--- src/rtl/alu_pkg.sv ---
// Shared types for the ALU issue/capture stage: opcodes, sequencer states,
// the captured response record and the per-opcode settling latency.
package alu_pkg;

  localparam int DATA_W = 16;

  typedef enum logic [3:0] {
    ALU_ADD  = 4'b0000,
    ALU_SUB  = 4'b0001,
    ALU_AND  = 4'b0010,
    ALU_NOT  = 4'b0011,
    ALU_OR   = 4'b0100,
    ALU_XOR  = 4'b0101,
    ALU_SHL  = 4'b0110,
    ALU_SHR  = 4'b0111,
    ALU_MUL  = 4'b1000,
    ALU_DIV  = 4'b1001,
    ALU_LOG  = 4'b1010,
    ALU_SQRT = 4'b1011
  } alu_op_e;

  typedef enum logic {
    IDLE = 1'b0,
    WAIT = 1'b1
  } seq_state_e;

  typedef struct packed {
    logic [DATA_W-1:0] result;
    logic [DATA_W-1:0] result_x;
    logic [3:0]        op;
    logic              err;
  } alu_rsp_t;

  // Codes 1100-1111 are not ALU operations and settle like the simple ops.
  function automatic logic [7:0] op_latency(input logic [3:0] op,
                                            input int lat_simple, input int lat_mul,
                                            input int lat_div, input int lat_log,
                                            input int lat_sqrt);
    case (op)
      ALU_MUL:  op_latency = 8'(lat_mul);
      ALU_DIV:  op_latency = 8'(lat_div);
      ALU_LOG:  op_latency = 8'(lat_log);
      ALU_SQRT: op_latency = 8'(lat_sqrt);
      default:  op_latency = 8'(lat_simple);
    endcase
  endfunction

endpackage

--- src/rtl/alu_rsp_fifo.sv ---
// Synchronous FIFO of captured ALU responses; any DEPTH >= 2, pointers wrap
// explicitly so non-power-of-two depths work.
module alu_rsp_fifo
  import alu_pkg::*;
#(
  parameter int DEPTH = 2
) (
  input  logic     clk,
  input  logic     rst,
  input  logic     push,
  input  alu_rsp_t wr_data,
  input  logic     pop,
  output alu_rsp_t rd_data,
  output logic     valid,
  output logic     full
);

  localparam int PW = $clog2(DEPTH);
  localparam int CW = $clog2(DEPTH + 1);

  alu_rsp_t        mem [DEPTH];
  logic [PW-1:0]   rd_ptr;
  logic [PW-1:0]   wr_ptr;
  logic [CW-1:0]   count;
  logic            do_push;
  logic            do_pop;

  assign valid   = (count != '0);
  assign full    = (count == CW'(DEPTH));
  assign do_pop  = pop && valid;
  assign do_push = push && !full;
  assign rd_data = mem[rd_ptr];

  function automatic logic [PW-1:0] ptr_next(input logic [PW-1:0] p);
    ptr_next = (p == PW'(DEPTH - 1)) ? '0 : p + 1'b1;
  endfunction

  always_ff @(posedge clk or posedge rst) begin
    if (rst) begin
      for (int i = 0; i < DEPTH; i++) mem[i] <= '0;
      rd_ptr <= '0;
      wr_ptr <= '0;
      count  <= '0;
    end else begin
      if (do_push) begin
        mem[wr_ptr] <= wr_data;
        wr_ptr      <= ptr_next(wr_ptr);
      end
      if (do_pop) rd_ptr <= ptr_next(rd_ptr);
      case ({do_push, do_pop})
        2'b10:   count <= count + 1'b1;
        2'b01:   count <= count - 1'b1;
        default: count <= count;
      endcase
    end
  end

endmodule

--- src/rtl/alu_op_sequencer.sv ---
// Issue/capture stage around a combinational ALU: registers one command onto
// the ALU inputs, waits its settling latency, then captures into a FIFO.
module alu_op_sequencer
  import alu_pkg::*;
#(
  parameter int DATA_W     = 16,
  parameter int LAT_SIMPLE = 0,
  parameter int LAT_MUL    = 2,
  parameter int LAT_DIV    = 4,
  parameter int LAT_LOG    = 4,
  parameter int LAT_SQRT   = 4,
  parameter int FIFO_DEPTH = 2
) (
  input  logic              clk,
  input  logic              rst,
  input  logic              in_valid,
  output logic              in_ready,
  input  logic [DATA_W-1:0] in_a,
  input  logic [DATA_W-1:0] in_b,
  input  logic [3:0]        in_op,
  output logic [DATA_W-1:0] alu_a,
  output logic [DATA_W-1:0] alu_b,
  output logic [3:0]        alu_control,
  input  logic [DATA_W-1:0] alu_result,
  input  logic [DATA_W-1:0] alu_result_x,
  output logic              out_valid,
  input  logic              out_ready,
  output logic [DATA_W-1:0] out_result,
  output logic [DATA_W-1:0] out_result_x,
  output logic [3:0]        out_op,
  output logic              out_err,
  output logic              busy
);

  // Both ports use valid/ready: a transfer happens on a rising edge where
  // valid && ready; in_ready never depends on in_valid, out_valid never on out_ready.

  seq_state_e state_q, state_d;
  logic [7:0] cnt_q, cnt_d;
  logic       err_q, err_d;
  logic       accept;
  logic       push;
  logic       fifo_full;
  alu_rsp_t   push_rsp;
  alu_rsp_t   head_rsp;

  always_comb begin
    state_d  = state_q;
    cnt_d    = cnt_q;
    err_d    = err_q;
    in_ready = 1'b0;
    accept   = 1'b0;
    push     = 1'b0;
    case (state_q)
      IDLE: begin
        in_ready = !fifo_full;
        if (in_valid && !fifo_full) begin
          accept  = 1'b1;
          cnt_d   = op_latency(in_op, LAT_SIMPLE, LAT_MUL, LAT_DIV, LAT_LOG, LAT_SQRT);
          err_d   = (in_op >= 4'b1100) || ((in_op == ALU_DIV) && (in_b == '0));
          state_d = WAIT;
        end
      end
      WAIT: begin
        if (cnt_q != 8'd0) begin
          cnt_d = cnt_q - 8'd1;
        end else begin
          push    = 1'b1;
          state_d = IDLE;
        end
      end
      default: state_d = IDLE;
    endcase
  end

  always_ff @(posedge clk or posedge rst) begin
    if (rst) begin
      state_q     <= IDLE;
      cnt_q       <= 8'd0;
      err_q       <= 1'b0;
      alu_a       <= '0;
      alu_b       <= '0;
      alu_control <= 4'b0000;
    end else begin
      state_q <= state_d;
      cnt_q   <= cnt_d;
      err_q   <= err_d;
      if (accept) begin
        alu_a       <= in_a;
        alu_b       <= in_b;
        alu_control <= in_op;
      end
    end
  end

  // The ALU leaves result_X undriven for codes 1100-1111, so it is zeroed here.
  assign push_rsp.result   = alu_result;
  assign push_rsp.result_x = (alu_control >= 4'b1100) ? '0 : alu_result_x;
  assign push_rsp.op       = alu_control;
  assign push_rsp.err      = err_q;

  alu_rsp_fifo #(.DEPTH(FIFO_DEPTH)) u_fifo (
    .clk     (clk),
    .rst     (rst),
    .push    (push),
    .wr_data (push_rsp),
    .pop     (out_ready),
    .rd_data (head_rsp),
    .valid   (out_valid),
    .full    (fifo_full)
  );

  assign out_result   = head_rsp.result;
  assign out_result_x = head_rsp.result_x;
  assign out_op       = head_rsp.op;
  assign out_err      = head_rsp.err;
  assign busy         = (state_q != IDLE);

endmodule

--- config.mk ---
export PLATFORM = sky130hd
export DESIGN_NAME = alu_op_sequencer
export DESIGN_NICKNAME = d
export VERILOG_FILES = /design/src/rtl/alu_pkg.sv /design/src/rtl/alu_rsp_fifo.sv /design/src/rtl/alu_op_sequencer.sv
export SDC_FILE = /design/constraint.sdc
export NUM_CORES = 1
export LEC_CHECK = 0
export CAP_MARGIN = 40
export CORE_UTILIZATION = 48
export DETAILED_ROUTE_END_ITERATION = 12
export PLACE_DENSITY_LB_ADDON = 0.15
export SYNTH_ARGS = -nofsm -noshare
export SYNTH_HDL_FRONTEND = slang
export SYNTH_SLANG_ARGS = --single-unit
--- constraint.sdc ---
create_clock -name clk -period 5.31 [get_ports clk]
set_input_delay 0.531 -clock clk [delete_from_list [all_inputs] [get_ports clk]]
set_output_delay 0.531 -clock clk [all_outputs]
set_load 0.005 [all_outputs]
==> flow_summary.ini, run 1 <==
[sta]
skew_ns = 0.00618
slew_violations = 0
setup_ws_ns = 2.72
finalHoldViolCount = 0
fin_crit_sh = 0.488
maxClockFrequency_mhz = 386
worst_pin_slew_ns = 0.668
rsz0062_at_grt = false
setup_viol_count_final = 0
relative_slew_margins = 0.555
fin_setup_tns_ns = 0
worst_hold_slack_ns = 0.439
period_needed_ns = 2.59

[place]
placedInstanceArea_mm2 = 0.00707
replace_congestion = 0.756
dp_hpwl_mm = 8.03
buffer_ports.inserted = 147
dp_worst_setup_slack_ns = 2.81
placedCellCount = 722

[critical_path]
cp.required_ns = 4.78
worst-r2r-cell-count = 7
path_cells = buf_12 -> mux2_2 -> clkdlybuf4s50_1
worstReg2RegEnd = u_fifo.mem[66]
setup.worst_path.start = u_fifo.rd_ptr
critical_path_depth = 3
timing.critical_path.buf_inv = 2
worst_path_max_delay_cell = sky130_fd_sc_hd__dfrtp_2
worst_setup_path_end_kind = primary output
crit-reg2reg-launch = cnt_q[0]
setup.worst_path.start_class = register
timing.critical_path.arrival_ns = 2.06
cp-endpoint = out_op[3]
timing.critical_path.max_delay_family = buffers and inverters
setup_slack_of_the_worst_register_to_register_path_ns = 2.83
crit_path_max_incr_delay_ns = 0.59
worst-path-max-fanout = 25
setup.worst_path.class = register to primary output

[yosys]
synth_edf_count = 0
synth_top_area_cell = sky130_fd_sc_hd__dfrtp_1
asyncSetResetFlopFracSynth = 1.00
count_of_warnings_emitted_by_yosys = 0
post_synth.cell_area_avg_um2 = 12.1
synth_area_mm2 = 0.00546
synth_largest_type_area_fraction = 0.568
synth_area_leaders = sky130_fd_sc_hd__dfrtp_1 (57%), sky130_fd_sc_hd__mux2_2 (22%), sky130_fd_sc_hd__nand2_1 (7.9%)
synth_sequential_area_ratio = 0.568
leading_register_cell_type_out_of_synthesis = sky130_fd_sc_hd__dfrtp_1
synth_cell_types = 39
library_cell_with_the_highest_instance_count_after_synthesis = sky130_fd_sc_hd__dfrtp_1
post_synth_most_frequent_cells = sky130_fd_sc_hd__dfrtp_1 (124), sky130_fd_sc_hd__nand2_1 (115), sky130_fd_sc_hd__mux2_2 (108), sky130_fd_sc_hd__and2_1 (18), sky130_fd_sc_hd__clkbuf_1 (13)
cells_after_synthesis = 453
postSynthRegisterBits = 124
net_count_synth = 527

[drt]
wl_per_cell_um = 15.6
num_vias = 3846
routed_wl_mm = 11.8
dr.first_iter.drc_count = 148
drc = 0
detail_route.vias_per_cell = 5.10
dr.pass1.iters = 4
ant_nets = 0

[floorplanning]
io-pin-count = 148
initial_core_util = 0.497
core_area_mm2 = 0.0110
die_w_um = 109
rows = 38
fp.dieArea_mm2 = 0.0118
dieHeight_um = 109

[cells_and_area]
final_area_mm2 = 0.00771
finalNetCount = 675
final_cells = 754
drive_gt1_frac = 0.252
layout-area-overhead-vs-synth_pct = 41.2
nFillCells = 816
antennaDiodeCount = 0

[clock_network]
clock_latency_ns = 0.41
clock_buffer_count_from_cts = 17
clock_tree.root_cell = sky130_fd_sc_hd__clkbuf_16
cts_hold_buffers = 0
h-tree-depth = 4
clock_tree.buffer_depth = 2
clock_sink_count = 124
cts_tree = done
post_cts_resized = 0
postCtsSetupBuffers = 0
clkTransAtPathRegs_ns = 0.05

[worst_hold_path]
hold_path.class = input pin to async pin

[power]
total_leakage_power_nw = 3.73
max-vdd-ir-drop_mv = 0.211
powerDensity_mw_per_mm2 = 342

[flow_run]
timing.max_cap.violations = 0

[global_route]
grt_max_degree = 53
grt_pass1_vias = 4125
track_usage = 0.216
antenna_violations_before_repair = 0
grt_first_pass_wirelength_mm = 19.4
globalRoute.totalOverflow = 0

[outcome]
status = finished clean
==> layout make-up <==
| type | count | area (um^2) | share of cell area |
|---|---|---|---|
| multi-input cells | 300 | 2200 | 0.285 |
| repair buffers | 154 | 1570 | 0.203 |
| clock inverters | 12 | 191 | 0.0248 |
| inverters | 4 | 17.5 | 0.00227 |
| well taps | 140 | 175 | 0.0227 |
| flip-flops and latches | 124 | 3100 | 0.402 |
| clock buffers | 20 | 457 | 0.0592 |
==> worst min path at each step <==
stage	depth (start not counted)	slack, ns	to	startpoint
3_3_place_gp	2	0.46	alu_b[2]	alu_b[2]
3_5_place_dp	2	0.46	alu_b[5]	alu_b[5]
5_1_grt	2	0.46	u_fifo.mem[64]	rst
2_1_floorplan	1	0.45	u_fifo.mem[33]	u_fifo.mem[33]
6_report	2	0.44	alu_b[7]	rst
4_1_cts	2	0.44	u_fifo.mem[65]	rst
==> registers in the layout, summed over array words and instances, names as in the netlist <==
register / flops
u_fifo.wr_ptr: 1
u_fifo.count: 2
err_q: 1
alu_b: 16
u_fifo.rd_ptr: 1
busy: 1
cnt_q: 8
u_fifo.mem: 74
alu_a: 16
alu_control: 4
==> cell usage in the layout, fill, tap and decap left out, drive strengths merged, types with 4 or more instances in the layout <==
cell and instances:
clkdlybuf4s50 147, dfrtp 124, nand2 115, mux2 111
clkbuf 20, and2 18, nor2 9, buf 7
nor4 6, xnor2 5, bufinv 5, clkinv 5
inv 5, o21ai 4
==> metrics by stage <==
| stage | util | total power [W] |
|---|---|---|
| floorplan | - | 0.00126 |
| global placement | 0.637 | 0.00138 |
| detailed placement | 0.643 | 0.00141 |
| CTS | 0.702 | 0.00266 |
| global route | 0.702 | 0.00275 |
| finish | 0.702 | 0.00264 |
==> layer usage <==
layer | part of all wire | vias up | global-route usage | wire length, um
met2 | 0.49 | 113 | 0.357 | 5790
li1 | - | 1817 | - | -
met4 | 0.016 | 0 | 0.0792 | 183
met1 | 0.42 | 1898 | 0.260 | 4930
met3 | 0.074 | 18 | 0.0759 | 868
met5 | 0 | - | 0 | 0
==> report_power, final <==
group	switching (W)	total, W	internal [W]
clock	0.000397	0.00125	0.000854
sequential	0.0000663	0.00105	0.000987
combinational	0.000147	0.000336	0.000190
==> cells by family (layout without fill, tap and decap cells) <==
group | count (synthesis) | in the layout | share of synthesized area
xor gates and xnor gates | 7 | 7 | 0.0112
muxes | 114 | 114 | 0.234
AOI/OAI and AO/OA | 11 | 11 | 0.0121
and+or+nand+nor | 166 | 166 | 0.140
adders and majority gates | 2 | 2 | 0.00458
DFF | 124 | 124 | 0.568
buffers and inverters | 29 | 190 | 0.0291
Power figures use the tool's default switching activity.
==> inputs of run 2 (changes only) <==
==> constraint.sdc (replaced) <==
create_clock -name clk -period 2.4 [get_ports clk]
set_input_delay 0.24 -clock clk [delete_from_list [all_inputs] [get_ports clk]]
set_output_delay 0.24 -clock clk [all_outputs]
set_load 0.005 [all_outputs]
==> flow_summary.ini, run 2 (synthesis gave the netlist of run 1 again) <==
[global_route]
grt_first_pass_wirelength_mm = 19.6
track_usage = 0.218
grt_max_degree = 125
antenna_violations_before_repair = 0
grt_pass1_vias = 4123
globalRoute.totalOverflow = 0

[power]
powerDensity_mw_per_mm2 = 708
fin_total_pwr_w = 0.00539
total_leakage_power_nw = 3.67
max-vdd-ir-drop_mv = 0.440

[drt]
detail_route.vias_per_cell = 5.10
num_vias = 3844
ant_nets = 0
wl_per_cell_um = 16.0
dr.first_iter.drc_count = 131
dr.pass1.iters = 4
drc = 0
routed_wl_mm = 12.0

[floorplanning]
die_w_um = 109
dieHeight_um = 109
rows = 38
io-pin-count = 148
fp.dieArea_mm2 = 0.0118
core_area_mm2 = 0.0110
initial_core_util = 0.497

[critical_path]
cp.required_ns = 2.16
worst_setup_path_end_kind = primary output
setup.worst_path.class = register to primary output
setup.worst_path.start_class = register
timing.critical_path.arrival_ns = 2.05
path_cells = buf_12 -> mux2_2 -> clkdlybuf4s50_1
worst_path_max_delay_cell = sky130_fd_sc_hd__dfrtp_2
crit_path_max_incr_delay_ns = 0.56
worst-path-max-fanout = 27

[sta]
period_needed_ns = 2.29
rsz0062_at_grt = false
skew_ns = 0.0130
setup_viol_count_final = 0
worst_pin_slew_ns = 0.653
maxClockFrequency_mhz = 436
relative_slew_margins = 0.564
fin_crit_sh = 0.956
slew_violations = 0
fin_setup_tns_ns = 0
setup_ws_ns = 0.106
finalHoldViolCount = 0

[cells_and_area]
layout.cells.most_common = sky130_fd_sc_hd__clkdlybuf4s50_1
most-common-layout-cells = sky130_fd_sc_hd__clkdlybuf4s50_1 (147), sky130_fd_sc_hd__dfrtp_1 (123), sky130_fd_sc_hd__nand2_1 (115)
reg.largest.list = u_fifo.mem: 74 flops, alu_a: 16 flops, alu_b: 16 flops
largest_register_ff_count = 74
layout-area-overhead-vs-synth_pct = 39.5
final_cells = 753
antennaDiodeCount = 0
regMostFlops = u_fifo.mem
multi_input_comb_area_mm2 = 0.00220
finalNetCount = 676
sequential_cell_area_mm2 = 0.00310
final_area_mm2 = 0.00762
drive_gt1_frac = 0.250
nFillCells = 776

[place]
placedCellCount = 723
replace_congestion = 0.760
buffer_ports.inserted = 147
dp_hpwl_mm = 7.92
dp_worst_setup_slack_ns = 0.148
placedInstanceArea_mm2 = 0.00708

[worst_hold_path]
hold_path.class = input pin to register

[clock_network]
h-tree-depth = 4
clock_tree.root_cell = sky130_fd_sc_hd__clkbuf_16
postCtsSetupBuffers = 0
clock_buffer_count_from_cts = 17
cts_hold_buffers = 0
clock_tree.buffer_depth = 2
post_cts_resized = 0
clock_latency_ns = 0.41
cts_tree = done
clkTransAtPathRegs_ns = 0.06
clock_sink_count = 124

[outcome]
status = finished clean

[flow_run]
timing.max_cap.violations = 0
-- run 2: stage by stage --
step	hold WS, ns	util
after floorplan	0.345	-
after global placement	0.457	0.645
after detailed placement	0.466	0.645
after CTS	0.346	0.693
after global routing	0.350	0.694
final	0.356	0.694
-- run 2: layer usage --
metal | share of wire | vias to the layer above | global-route usage
met2 | 0.50 | 112 | 0.361
met4 | 0.011 | 0 | 0.0666
li1 | - | 1818 | -
met3 | 0.076 | 13 | 0.0849
met1 | 0.42 | 1901 | 0.262
met5 | 0 | - | 0
-- run 2: final cells by class --
cell class / count / share of cell area
Sequential cell: 124 / 0.407
Multi-Input combinational cell: 300 / 0.289
Timing Repair Buffer: 155 / 0.208
Clock buffer: 22 / 0.0609
Tap cell: 140 / 0.0230
Clock inverter: 8 / 0.00920
Inverter: 4 / 0.00246
-- run 2: critical path: cells and delay by family, from the launching register on --
| family | cells | cell delay (ns) |
|---|---|---|
| mux | 1 | 0.35 |
| flops | 1 | 0.56 |
| buf+inv | 2 | 0.74 |
-- run 2: path summary, 6_finish.rpt --
check	endpoint	slack, ns	from	cells after the start
min in group asynchronous	alu_a[12]	0.37	rst	3
setup / recovery	out_err	0.11	u_fifo.rd_ptr	3
hold / removal	alu_a[8]	0.36	in_a[8]	3
max in group asynchronous	u_fifo.rd_ptr	1.51	rst	3
setup reg to reg	u_fifo.mem[1]	0.21	cnt_q[0]	6
hold reg to reg	alu_a[7]	0.48	alu_a[7]	2
-- run 2: where the power goes --
part,leakage [nW],internal (W),total (W),switching [W]
registers,1.70,0.00218,0.00234,0.000151
logic,1.70,0.000419,0.000748,0.000330
clock network,0.261,0.00145,0.00231,0.000854
==> inputs of run 3 (changes only) <==
--- a/config.mk
+++ b/config.mk
@@ -5,7 +5,7 @@
 export SDC_FILE = /design/constraint.sdc
 export NUM_CORES = 1
 export LEC_CHECK = 0
-export CAP_MARGIN = 40
+export CAP_MARGIN = 30
 export CORE_UTILIZATION = 48
 export DETAILED_ROUTE_END_ITERATION = 12
 export PLACE_DENSITY_LB_ADDON = 0.15
==> results of run 3 <==
Final layout, timing and power as in run 2 (identical DEF).
